File: config.mk
export PLATFORM = sky130hd
export DESIGN_NAME = tisc_ctrl_seq
export DESIGN_NICKNAME = d
export VERILOG_FILES = /design/src/rtl/tisc_ctrl_seq.sv
export SDC_FILE = /design/constraint.sdc
export NUM_CORES = 1
export LEC_CHECK = 0
export ABC_AREA = 1
export BUFFER_PORTS_ARGS = -buffer_cell sky130_fd_sc_hd__buf_2
export CAP_MARGIN = 20
export CELL_PAD_IN_SITES_DETAIL_PLACEMENT = 0
export CELL_PAD_IN_SITES_GLOBAL_PLACEMENT = 1
export CORE_MARGIN = 2
export CORE_UTILIZATION = 42
export DETAILED_ROUTE_END_ITERATION = 16
export PLACE_DENSITY = 0.86
export RECOVER_POWER = 100
export SLEW_MARGIN = 20
export SYNTH_ARGS = -nofsm -noshare
export SYNTH_HDL_FRONTEND = slang
export SYNTH_SLANG_ARGS = --single-unit
File: constraint.sdc
create_clock -name clk -period 3.3 [get_ports clk]
set_input_delay 0.66 -clock clk [delete_from_list [all_inputs] [get_ports clk]]
set_output_delay 0.66 -clock clk [all_outputs]
set_load 0.02 [all_outputs]
File: src/rtl/tisc_ctrl_seq.sv
// tisc_ctrl_seq: opcode decode, RAW-hazard scoreboard, run/drain/halt
// sequencing and saturating retire/stall counters for the TISC pipeline.
module tisc_ctrl_seq #(
    parameter int CNT_W = 16
) (
    input  logic             clk,
    input  logic             rst,
    input  logic             start,
    input  logic [3:0]       opcode,
    input  logic [3:0]       rd,
    input  logic [3:0]       rs1,
    input  logic [3:0]       rs2,
    output logic [1:0]       alu_sel,
    output logic             reg_write_en,
    output logic             mem_write_en,
    output logic             mem_to_reg,
    output logic             mem_op,
    output logic             pc_en,
    output logic             bubble,
    output logic             halted,
    output logic             illegal,
    output logic [CNT_W-1:0] retired,
    output logic [CNT_W-1:0] stalls
);

    typedef enum logic [1:0] {
        ST_IDLE,
        ST_RUN,
        ST_DRAIN,
        ST_HALTED
    } state_e;

    typedef enum logic [3:0] {
        OP_NOP   = 4'h0,
        OP_ADD   = 4'h1,
        OP_SUB   = 4'h2,
        OP_AND   = 4'h3,
        OP_OR    = 4'h4,
        OP_LOAD  = 4'h8,
        OP_STORE = 4'h9,
        OP_HALT  = 4'hF
    } opcode_e;

    typedef struct packed {
        logic       valid;
        logic [3:0] addr;
    } sb_entry_t;

    typedef struct packed {
        logic [1:0] alu_sel;
        logic       reg_write_en;
        logic       mem_write_en;
        logic       mem_to_reg;
        logic       mem_op;
    } strobes_t;

    state_e           state_q, state_d;
    sb_entry_t        sb_ex_q, sb_mem_q, sb_wb_q, sb_ex_d;
    logic             iv_ex_q, iv_mem_q, iv_wb_q, iv_ex_d;
    logic             illegal_q, illegal_d;
    logic [CNT_W-1:0] retired_q, retired_d;
    logic [CNT_W-1:0] stalls_q, stalls_d;

    strobes_t dec;
    strobes_t strobes;
    logic     use_rs1, use_rs2, use_rd, is_halt, is_illegal;
    logic     hazard, stall_inc;

    // True when register r has a write pending in any of the three slots.
    function automatic logic pending(input logic [3:0] r, input sb_entry_t a,
                                     input sb_entry_t b, input sb_entry_t c);
        return (a.valid && a.addr == r) || (b.valid && b.addr == r) ||
               (c.valid && c.addr == r);
    endfunction

    // Decode the opcode at ID into strobes and the set of registers it reads.
    always_comb begin
        // NOTE: every always_comb output gets a default first so no path infers a latch.
        dec        = '0;
        use_rs1    = 1'b0;
        use_rs2    = 1'b0;
        use_rd     = 1'b0;
        is_halt    = 1'b0;
        is_illegal = 1'b0;
        case (opcode_e'(opcode))
            OP_NOP: ;
            OP_ADD, OP_SUB, OP_AND, OP_OR: begin
                dec.alu_sel      = opcode[1:0] - 2'd1;
                dec.reg_write_en = 1'b1;
                use_rs1          = 1'b1;
                use_rs2          = 1'b1;
            end
            OP_LOAD: begin
                dec.mem_op       = 1'b1;
                dec.mem_to_reg   = 1'b1;
                dec.reg_write_en = 1'b1;
            end
            OP_STORE: begin
                dec.mem_op       = 1'b1;
                dec.mem_write_en = 1'b1;
                use_rd           = 1'b1;
            end
            OP_HALT: is_halt = 1'b1;
            default: is_illegal = 1'b1;
        endcase
    end

    // RAW check: the WB slot counts too since the register file has no bypass.
    always_comb begin
        hazard = (use_rs1 && pending(rs1, sb_ex_q, sb_mem_q, sb_wb_q)) ||
                 (use_rs2 && pending(rs2, sb_ex_q, sb_mem_q, sb_wb_q)) ||
                 (use_rd  && pending(rd,  sb_ex_q, sb_mem_q, sb_wb_q));
    end

    // FSM next state, issue/stall outputs and the new EX scoreboard entry.
    always_comb begin
        state_d   = state_q;
        sb_ex_d   = '0;
        iv_ex_d   = 1'b0;
        illegal_d = illegal_q;
        stall_inc = 1'b0;
        strobes   = '0;
        pc_en     = 1'b0;
        bubble    = 1'b0;
        halted    = 1'b0;
        case (state_q)
            ST_IDLE: begin
                if (start) state_d = ST_RUN;
            end
            ST_RUN: begin
                if (hazard) begin
                    bubble    = 1'b1;
                    stall_inc = 1'b1;
                end else begin
                    strobes       = dec;
                    pc_en         = !is_halt;
                    sb_ex_d.valid = dec.reg_write_en;
                    sb_ex_d.addr  = rd;
                    iv_ex_d       = 1'b1;
                    if (is_illegal) illegal_d = 1'b1;
                    if (is_halt) state_d = ST_DRAIN;
                end
            end
            ST_DRAIN: begin
                // WB shifts out on this edge, so only EX and MEM must be empty.
                if (!sb_ex_q.valid && !sb_mem_q.valid) state_d = ST_HALTED;
            end
            ST_HALTED: halted = 1'b1;
            default:   state_d = ST_IDLE;
        endcase
    end

    // Saturating counters: retire when an issued slot leaves WB.
    always_comb begin
        retired_d = retired_q;
        stalls_d  = stalls_q;
        if (iv_wb_q && retired_q != '1) retired_d = retired_q + CNT_W'(1);
        if (stall_inc && stalls_q != '1) stalls_d = stalls_q + CNT_W'(1);
    end

    // State registers with synchronous reset; the scoreboard shifts every cycle.
    always_ff @(posedge clk) begin
        // NOTE: sequential state uses non-blocking assignments so all flops update together.
        if (rst) begin
            state_q   <= ST_IDLE;
            sb_ex_q   <= '0;
            sb_mem_q  <= '0;
            sb_wb_q   <= '0;
            iv_ex_q   <= 1'b0;
            iv_mem_q  <= 1'b0;
            iv_wb_q   <= 1'b0;
            illegal_q <= 1'b0;
            retired_q <= '0;
            stalls_q  <= '0;
        end else begin
            state_q   <= state_d;
            sb_ex_q   <= sb_ex_d;
            sb_mem_q  <= sb_ex_q;
            sb_wb_q   <= sb_mem_q;
            iv_ex_q   <= iv_ex_d;
            iv_mem_q  <= iv_ex_q;
            iv_wb_q   <= iv_mem_q;
            illegal_q <= illegal_d;
            retired_q <= retired_d;
            stalls_q  <= stalls_d;
        end
    end

    assign alu_sel      = strobes.alu_sel;
    assign reg_write_en = strobes.reg_write_en;
    assign mem_write_en = strobes.mem_write_en;
    assign mem_to_reg   = strobes.mem_to_reg;
    assign mem_op       = strobes.mem_op;
    assign illegal      = illegal_q;
    assign retired      = retired_q;
    assign stalls       = stalls_q;

endmodule

# After elaboration in Yosys (flattened, before gate mapping)
# Index checks and enable logic that the tools add are counted.
# op_classes
n_addsub	3
eq_ne	25
mux	20
bitwise_logic	3
reduce_logical	37
# ops
operator	n
$eq 4x4->1	9
$add 16x1->16 const B	2
$ne 16x16->1 const B	2
$logic_and 1x1->1	15
$eq 4x4->1 const B	3
$mux 1	12
$mux 6	2
$mux 2	5
$eq 4x2->1 const B	2
$logic_or 1x1->1	8
$ne 2x2->1 const B	4
$reduce_or 8->1	1
$pmux 2 s3	1
$reduce_and 5->1	1
$reduce_or 5->1	1
$eq 2x2->1 const B	2
$eq 4x1->1 const B	1
$eq 4x3->1 const B	1
$logic_not 4->1	1
$reduce_or 2->1	2
$reduce_or 4->1	1
$logic_not 1->1	3
$not 1->1	3
$reduce_and 3->1	1
5 further kinds	5
# totals
register_bits	53
word_cells	101

# Logic depth before layout (Yosys ltp)
# Gate-level depths: netlist (run 1).
# logic_depth
depth_word	10
ltp_mapped	12
depth_no_buf	12

# Worst setup path after synthesis (run 1)
# OpenSTA, ideal clock, no wires.
# synth_timing
path_type	input to output
from	in opcode[0]
to	out pc_en
t_arrival_ps	2060
t_required_ps	2640
path_slack_ps	580
stages	9
path_buffers	0
cell_sequence	inv_1 > ha_1 > o21ai_0 > a31oi_1 > nand2_1 > nand3_2 > nor2_1 > inv_1 > a31oi_1
# synth_between
elab_chain_cells	8
word_cells_on_any_way	18
classes_between	eq/ne: 6; mux: 5; reduce/logical: 7
# synth_lines
item	line_no	text
from (decl)	9	input logic [3:0] opcode,
$eq 4x1->1 (tied with other cells)	85	case (opcode_e'(opcode))
$reduce_or 4->1	85	
$mux 1	85	
$logic_and 1x1->1 (on tied branches)	110, 111	
$logic_or 1x1->1	110	hazard = (use_rs1 && pending(rs1, sb_ex_q, sb_mem_q, sb_wb_q)) ||
$logic_or 1x1->1	111	(use_rs2 && pending(rs2, sb_ex_q, sb_mem_q, sb_wb_q)) ||
$mux 1 *	131	if (hazard) begin
$mux 1 *	126	case (state_q)
to (decl)	18	output logic pc_en,
# Mark *: on every way between the ends. The rest lies on a longest branch, timed or not.

# Worst setup path after layout (run 1)
# layout_timing
from	in opcode[0]
to	out bubble
# layout_between
elab_chain_cells	8
word_cells_on_any_way	15
classes_between	eq/ne: 5; mux: 4; reduce/logical: 6
# layout_lines
item	line_no	text
$eq 4x1->1 (tied with other cells)	85	
$reduce_or 4->1	85	
$mux 1	85	
$logic_and 1x1->1 (on tied branches)	110, 111	
$logic_or 1x1->1	110	
$logic_or 1x1->1 *	111	
$mux 1 *	131	
$mux 1 *	126	
to (decl)	19	output logic bubble,
# Marks and branches as above.

==> impl_metrics.csv, run 1 <==
group,metric,value,unit
clocking,cts_setup_buffers,0,
place,place_congestion,0.950,
timing,tightest_slew,1.55,ns
clocking,cts.path.max_buffers,2,
route,drt-initial-drc-count,133,
clocking,cts-htree-levels,2,
layout,fin_nets,589,
setup_path,crit_required,2.64,ns
clocking,cts_hold_buf,0,
die,fp.dieW,91.6,um
route,first_pass_iters,4,
timing,skew,0.0102,ns
clocking,cts-root-buf,"clkbuf_8",
global_route,grt_pass1_wl,13.8,mm
clocking,numCtsBuffers,5,
pwr,p_per_area,391,mW/mm2
synth,yosysSeqAreaShare,0.329,
status,run_status,"complete, but fails checks",
synth,yosysTopAreaCellShare,0.329,
route,vias,3231,
route,drc_errors,0,
die,initial_utilization,0.440,
die,pin_count,61,
global_route,grt_max_degree,30,
flow_run,max_cap_violations,1,
synth,ys_ff_latch,53,
clocking,cts_tree,"yes",
timing,max_slew_margin,-0.0346,
timing,fin_crit,2.95,ns
synth,synth.distinct_cells,32,
timing,hold_ws,0.414,ns
synth,yosysTopAreaCell,"dfxtp_1",
pwr,ir_drop,0.195,mV
worst_hold_path,hold_path.class,"register to register",
clocking,clk_latency,0.31,ns
synth,synth.area.top_cells,"dfxtp_1 33%, nand2_1 16%, nor2_1 8.1%",
synth,synthCells,496,
place,dp.cells,650,
route,avgRoutedWirePerCell,12.4,um
synth,netlist_area,0.00322,mm2
route,ant_nets,0,
layout,area_growth,12.6,%
pwr,power.leakage,1.57,nW
die,core-area,0.00733,mm2
clocking,clk_pin_slew,0.10,ns
setup_path,critPathMaxFanout,16,
setup_path,arrival,2.29,ns
place,dp_hpwl,6.22,mm
timing,min_period_over_period,0.894,
layout,final_cells,658,
global_route,gr-total-overflow,0,
timing,setup_tns,0,ns
place,port_buffers,60,
global_route,grt_pass1_vias,3055,
synth,synth_nets,527,
synth,ys_warn_count,0,
setup_path,endpoint_kind,"primary output",
route,viasPerCell,4.91,
clocking,clock_sinks,53,
die,rows,31,
timing,hold_violations,0,
global_route,grt_util_all_layers,0.199,
timing,fmax,339,MHz
synth,avgSynthCellArea,6.50,um2
layout,n_antenna_cell,0,
setup_path,start_kind,"input pin",
die,dieArea,0.00839,mm2
timing,slew_violations,30,
clocking,cts-resized-gates,0,
pwr,power,1.42,mW
setup_path,path_class,"input pin to primary output",
global_route,antenna_found_initial,0,
die,die_h,91.6,um
timing,rsz0062_at_grt,"no",
status,violations,"capacitance limit, slew limit",
route,drt-total-wl,8.15,mm
layout,drive_gt1_frac,0.0787,
timing,finalSetupViolCount,0,
==> kinds of logic after synthesis <==
family	share of synthesized area
xor+xnor	0.0598
fa+ha+maj	0.0466
flops	0.329
simple gates	0.378
buf+inv	0.0978
compound gates	0.0889
==> report_power, final <==
group | leakage (nW) | total (mW) | switching [mW] | internal (mW)
Combinational | 1.10 | 0.331 | 0.228 | 0.104
Clock | 0.0456 | 0.376 | 0.224 | 0.152
Sequential | 0.428 | 0.714 | 0.0373 | 0.676
Total | 1.57 | 1.42 | 0.489 | 0.932
==> placed cells by master, fill, tap and decap left out <==
cell type  Yosys  routed
a21oi_1       24      28
nor2_1        70      70
xnor2_1        6       6
nor3_1        10      10
o21ai_0       16      16
nor3b_1        1       1
nor3_2         1       1
or2_2          1       1
clkbuf_8       0       5
nand4_1       20      20
clkbuf_2       0       1
nor3_4         1       1
nor4_1         3       3
dfxtp_1       53      53
nand2_2        1       1
nand3_1       27      29
ha_1          12      12
inv_6          0       1
clkinv_2       0       1
nand3b_1       2       2
clkinv_1       1       1
inv_1         64      65
buf_2          0      20
inv_2          7       6
nor2_2         1       1
xor2_1        16      16
clkbuf_1       6      42
nand4_4        1       1
a21oi_2        6       2
o21a_1         2       2
a31oi_1        3       3
buf_4          1       2
nand2_1      136     136
==> worst max-delay path, cell delays in order <==
cell      delay (ns)
buf_2           0.13
inv_1           0.08
ha_1            0.17
o21ai_0         0.09
a31oi_1         0.32
nand2_1         0.10
nand3_1         0.12
clkbuf_2        0.32
nand2_1         0.08
inv_1           0.06
buf_2           0.15
==> sequential cells by signal (all words and copies together), names as in the netlist <==
name,count
illegal,1
iv_ex_q,1
iv_mem_q,1
iv_wb_q,1
retired,16
sb_ex_q,5
sb_mem_q,5
sb_wb_q,5
stalls,16
state_q,2
==> path summary, 6_finish.rpt <==
kind | startpoint | endpoint | slack (ns) | cells after the start
min reg2reg | iv_ex_q$_SDFF_PP0_ | iv_mem_q$_SDFF_PP0_ | 0.41 | 2
max | opcode[0] | bubble | 0.35 | 11
max reg2reg | sb_mem_q[0]$_SDFF_PP0_ | stalls[11]$_SDFFE_PP0P_ | 0.75 | 12
min | iv_ex_q$_SDFF_PP0_ | iv_mem_q$_SDFF_PP0_ | 0.41 | 2
==> cell usage after synthesis (all sizes together) <==
| cell type | count |
|---|---|
| nand3b | 2 |
| nand3 | 29 |
| nor4 | 3 |
| inv | 71 |
| nor3b | 1 |
| nand2 | 137 |
| or2 | 1 |
| o21a | 2 |
| o21ai | 16 |
| xnor2 | 6 |
| clkinv | 1 |
| a31oi | 3 |
| buf | 3 |
| ha | 12 |
| nand4 | 21 |
| nor2 | 71 |
| nor3 | 12 |
| a21oi | 30 |
| xor2 | 16 |
| dfxtp | 53 |
| clkbuf | 6 |
==> area by class of cell <==
type                            instances  area, um2
Multi-Input combinational cell        362       1820
Timing Repair Buffer                   64        274
Sequential cell                        53       1060
Inverter                               72        270
Clock buffer                            6       72.6
Clock inverter                          2       13.8
Tap cell                               99        124
Fill cell                             808       3700
==> metrics by stage <==
stage / cell area [um2] / util / setup slack, ns
after floorplan: 3220 / - / 0.580
after global placement: 3630 / 0.496 / 0.527
after detailed placement: 3630 / 0.496 / 0.458
after CTS: 3720 / 0.507 / 0.454
after global routing: 3630 / 0.495 / 0.104
final: 3630 / 0.495 / 0.349
==> routing by layer <==
metal | track usage | wire length (um)
met3 | 0.0320 | 296
met1 | 0.269 | 4050
met4 | 0.0581 | 96
met5 | 0 | 0
met2 | 0.328 | 3710
Note: power is estimated with default switching activity, not from simulation.
==> inputs of run 2 (changes only) <==
Settings changed: CORE_ASPECT_RATIO set to 1.5.
==> run 2 against run 1 <==
  * The run still ends with capacitance limit, slew limit left
  * Clock skew is 0.0043 ns lower
  * First-iteration DRC count is 26% higher
  * Via count is 1.4% lower
  * Sequential share of layout area is 0.57 points lower
  * Largest power group unchanged
  * Critical path depth stayed put
  * Final cell count is 0.46% higher
  * Combinational power is 2% lower
  * Core utilization is 0.25 points lower
  * Flip-flop and latch count stayed put
  * Non-clock buffer count stayed put
  * Setup slack worse by 0.045 ns
  * Critical path type unchanged
==> impl_metrics.csv, run 2 (synthesized netlist as in run 1, its figures left out) <==
group,metric,value,unit
route,ant_nets,0,
layout,n_fill_cell,850,
global_route,grt_util_all_layers,0.196,
timing,setup_tns,0,ns
timing,fin_crit,3.00,ns
worst_hold_path,worstHoldStart,"iv_mem_q$_SDFF_PP0_",
die,core-area,0.00751,mm2
setup_path,r2r_setup_slack,0.81,ns
setup_path,max_stage_delay,0.25,ns
setup_path,critPathMaxFanout,5,
timing,finalSetupViolCount,0,
setup_path,start_kind,"input pin",
route,drt-initial-drc-count,167,
route,vias,3187,
clocking,clk_latency,0.29,ns
setup_path,path_class,"input pin to primary output",
setup_path,reg2reg_depth,12,
place,place_congestion,0.898,
setup_path,r2r-start,"sb_mem_q[0]$_SDFF_PP0_",
clocking,clock_sinks,53,
die,rows,39,
route,drt-total-wl,8.05,mm
clocking,cts-root-buf,"clkbuf_16",
status,violations,"capacitance limit, slew limit",
clocking,numCtsBuffers,5,
clocking,clk_pin_slew,0.07,ns
timing,tightest_slew,1.52,ns
clocking,cts_tree,"yes",
die,pin_count,61,
pwr,p_per_area,426,mW/mm2
setup_path,crit_chain,"buf_2, inv_1, ha_1, o21ai_0, a31oi_1, nand2_1, nand3_2, nor2_1, inv_1, a31oi_1, clkbuf_1",
setup_path,crit_buf_inv,4,
clocking,cts_hold_buf,0,
pwr,power,1.58,mW
layout,layout_commonest_cell,"nand2_1",
route,viasPerCell,4.82,
status,run_status,"complete, but fails checks",
timing,skew,0.00591,ns
layout,area_growth,14.9,%
layout,drive_gt1_frac,0.0787,
layout,fin_nets,589,
place,dp_hpwl,6.14,mm
worst_hold_path,hold_path.class,"register to register",
global_route,grt_pass1_vias,2977,
clocking,cts-resized-gates,0,
worst_hold_path,whs_path_depth,2,
clocking,cts-htree-levels,2,
timing,fmax,334,MHz
setup_path,endpoint_kind,"primary output",
worst_hold_path,holdPathEnd,"iv_wb_q$_SDFF_PP0_",
place,port_buffers,60,
clocking,cts_setup_buffers,0,
route,drc_errors,0,
die,fp.dieW,75.5,um
layout,utilization,0.493,
setup_path,arrival,2.34,ns
setup_path,path_delay_family,"buffers and inverters",
global_route,antenna_found_initial,0,
clocking,cts.path.max_buffers,2,
global_route,gr-total-overflow,0,
route,first_pass_iters,4,
timing,max_slew_margin,-0.0123,
flow_run,max_cap_violations,1,
layout,mostFrequentLayoutCells,"136 x nand2_1, 70 x nor2_1, 65 x inv_1",
layout,final_cells,661,
timing,hold_violations,0,
global_route,grt_pass1_wl,13.1,mm
pwr,ir_drop,0.295,mV
die,initial_utilization,0.429,
setup_path,r2r_end,"stalls[10]$_SDFFE_PP0P_",
setup_path,crit_required,2.64,ns
die,dieArea,0.00841,mm2
timing,rsz0062_at_grt,"no",
timing,slew_violations,31,
global_route,grt_max_degree,31,
die,die_h,111,um
setup_path,crit_slowest_cell,"clkbuf_1",
layout,n_antenna_cell,0,
route,avgRoutedWirePerCell,12.2,um
place,dp.cells,653,
timing,min_period_over_period,0.908,
pwr,power.leakage,1.60,nW
==> run 2: cell count changes in the layout (fill, tap and decap cells not counted) <==
cell / change
a21oi_1: -1
a21oi_2: +1
buf_2: -2
buf_4: -1
clkbuf_1: +2
clkbuf_16: +5
clkbuf_8: -4
clkinv_4: +1
inv_6: -1
nand3_1: -1
nand3_2: +1
==> run 2: per-stage QoR <==
step	setup WS [ns]	instance area, um2	hold WS [ns]
3_3_place_gp	0.450	3640	0.396
3_5_place_dp	0.399	3640	0.400
5_1_grt	0.0799	3700	0.423
6_report	0.304	3700	0.410
4_1_cts	0.397	3790	0.413
2_1_floorplan	0.580	3220	0.388
==> run 2: worst max path at each step <==
| stage | slack (ns) | cells past startpoint | endpoint | from |
|---|---|---|---|---|
| floorplan | 0.58 | 9 | pc_en | opcode[0] |
| global placement | 0.45 | 11 | pc_en | opcode[0] |
| detailed placement | 0.40 | 11 | mem_op | opcode[0] |
| CTS | 0.40 | 11 | mem_op | opcode[0] |
| global route | 0.08 | 11 | pc_en | opcode[0] |
| finish | 0.30 | 11 | pc_en | opcode[0] |
==> run 2: tightest hold or removal path: cells and delay by family (launching register included) <==
family,cells,cell delay [ns]
and+or+nand+nor,1,0.03
buffers and inverters,1,0.04
DFF,1,0.30
==> run 2: where the power goes <==
| part | switching [mW] | internal [mW] | leakage (nW) |
|---|---|---|---|
| clock | 0.237 | 0.302 | 0.0768 |
| combinational | 0.222 | 0.102 | 1.09 |
| sequential | 0.0384 | 0.676 | 0.428 |
| total | 0.497 | 1.08 | 1.60 |
==> run 2: area by class of cell <==
class | instances | area (um2) | area share
multi-input combinational | 362 | 1820 | 0.493
tap | 102 | 128 | 0.0345
clock buffer | 6 | 139 | 0.0375
clock inverter | 2 | 13.8 | 0.00372
timing repair buffer | 64 | 268 | 0.0723
inverter | 72 | 270 | 0.0730
sequential | 53 | 1060 | 0.286
==> run 2: layer usage <==
metal  track usage  up-vias  wire length [um]
li1              -     1697                 -
met1         0.234     1428              3520
met2         0.350       54              4210
met3        0.0264        8               206
met4        0.0596        0               105
met5             0        -                 0
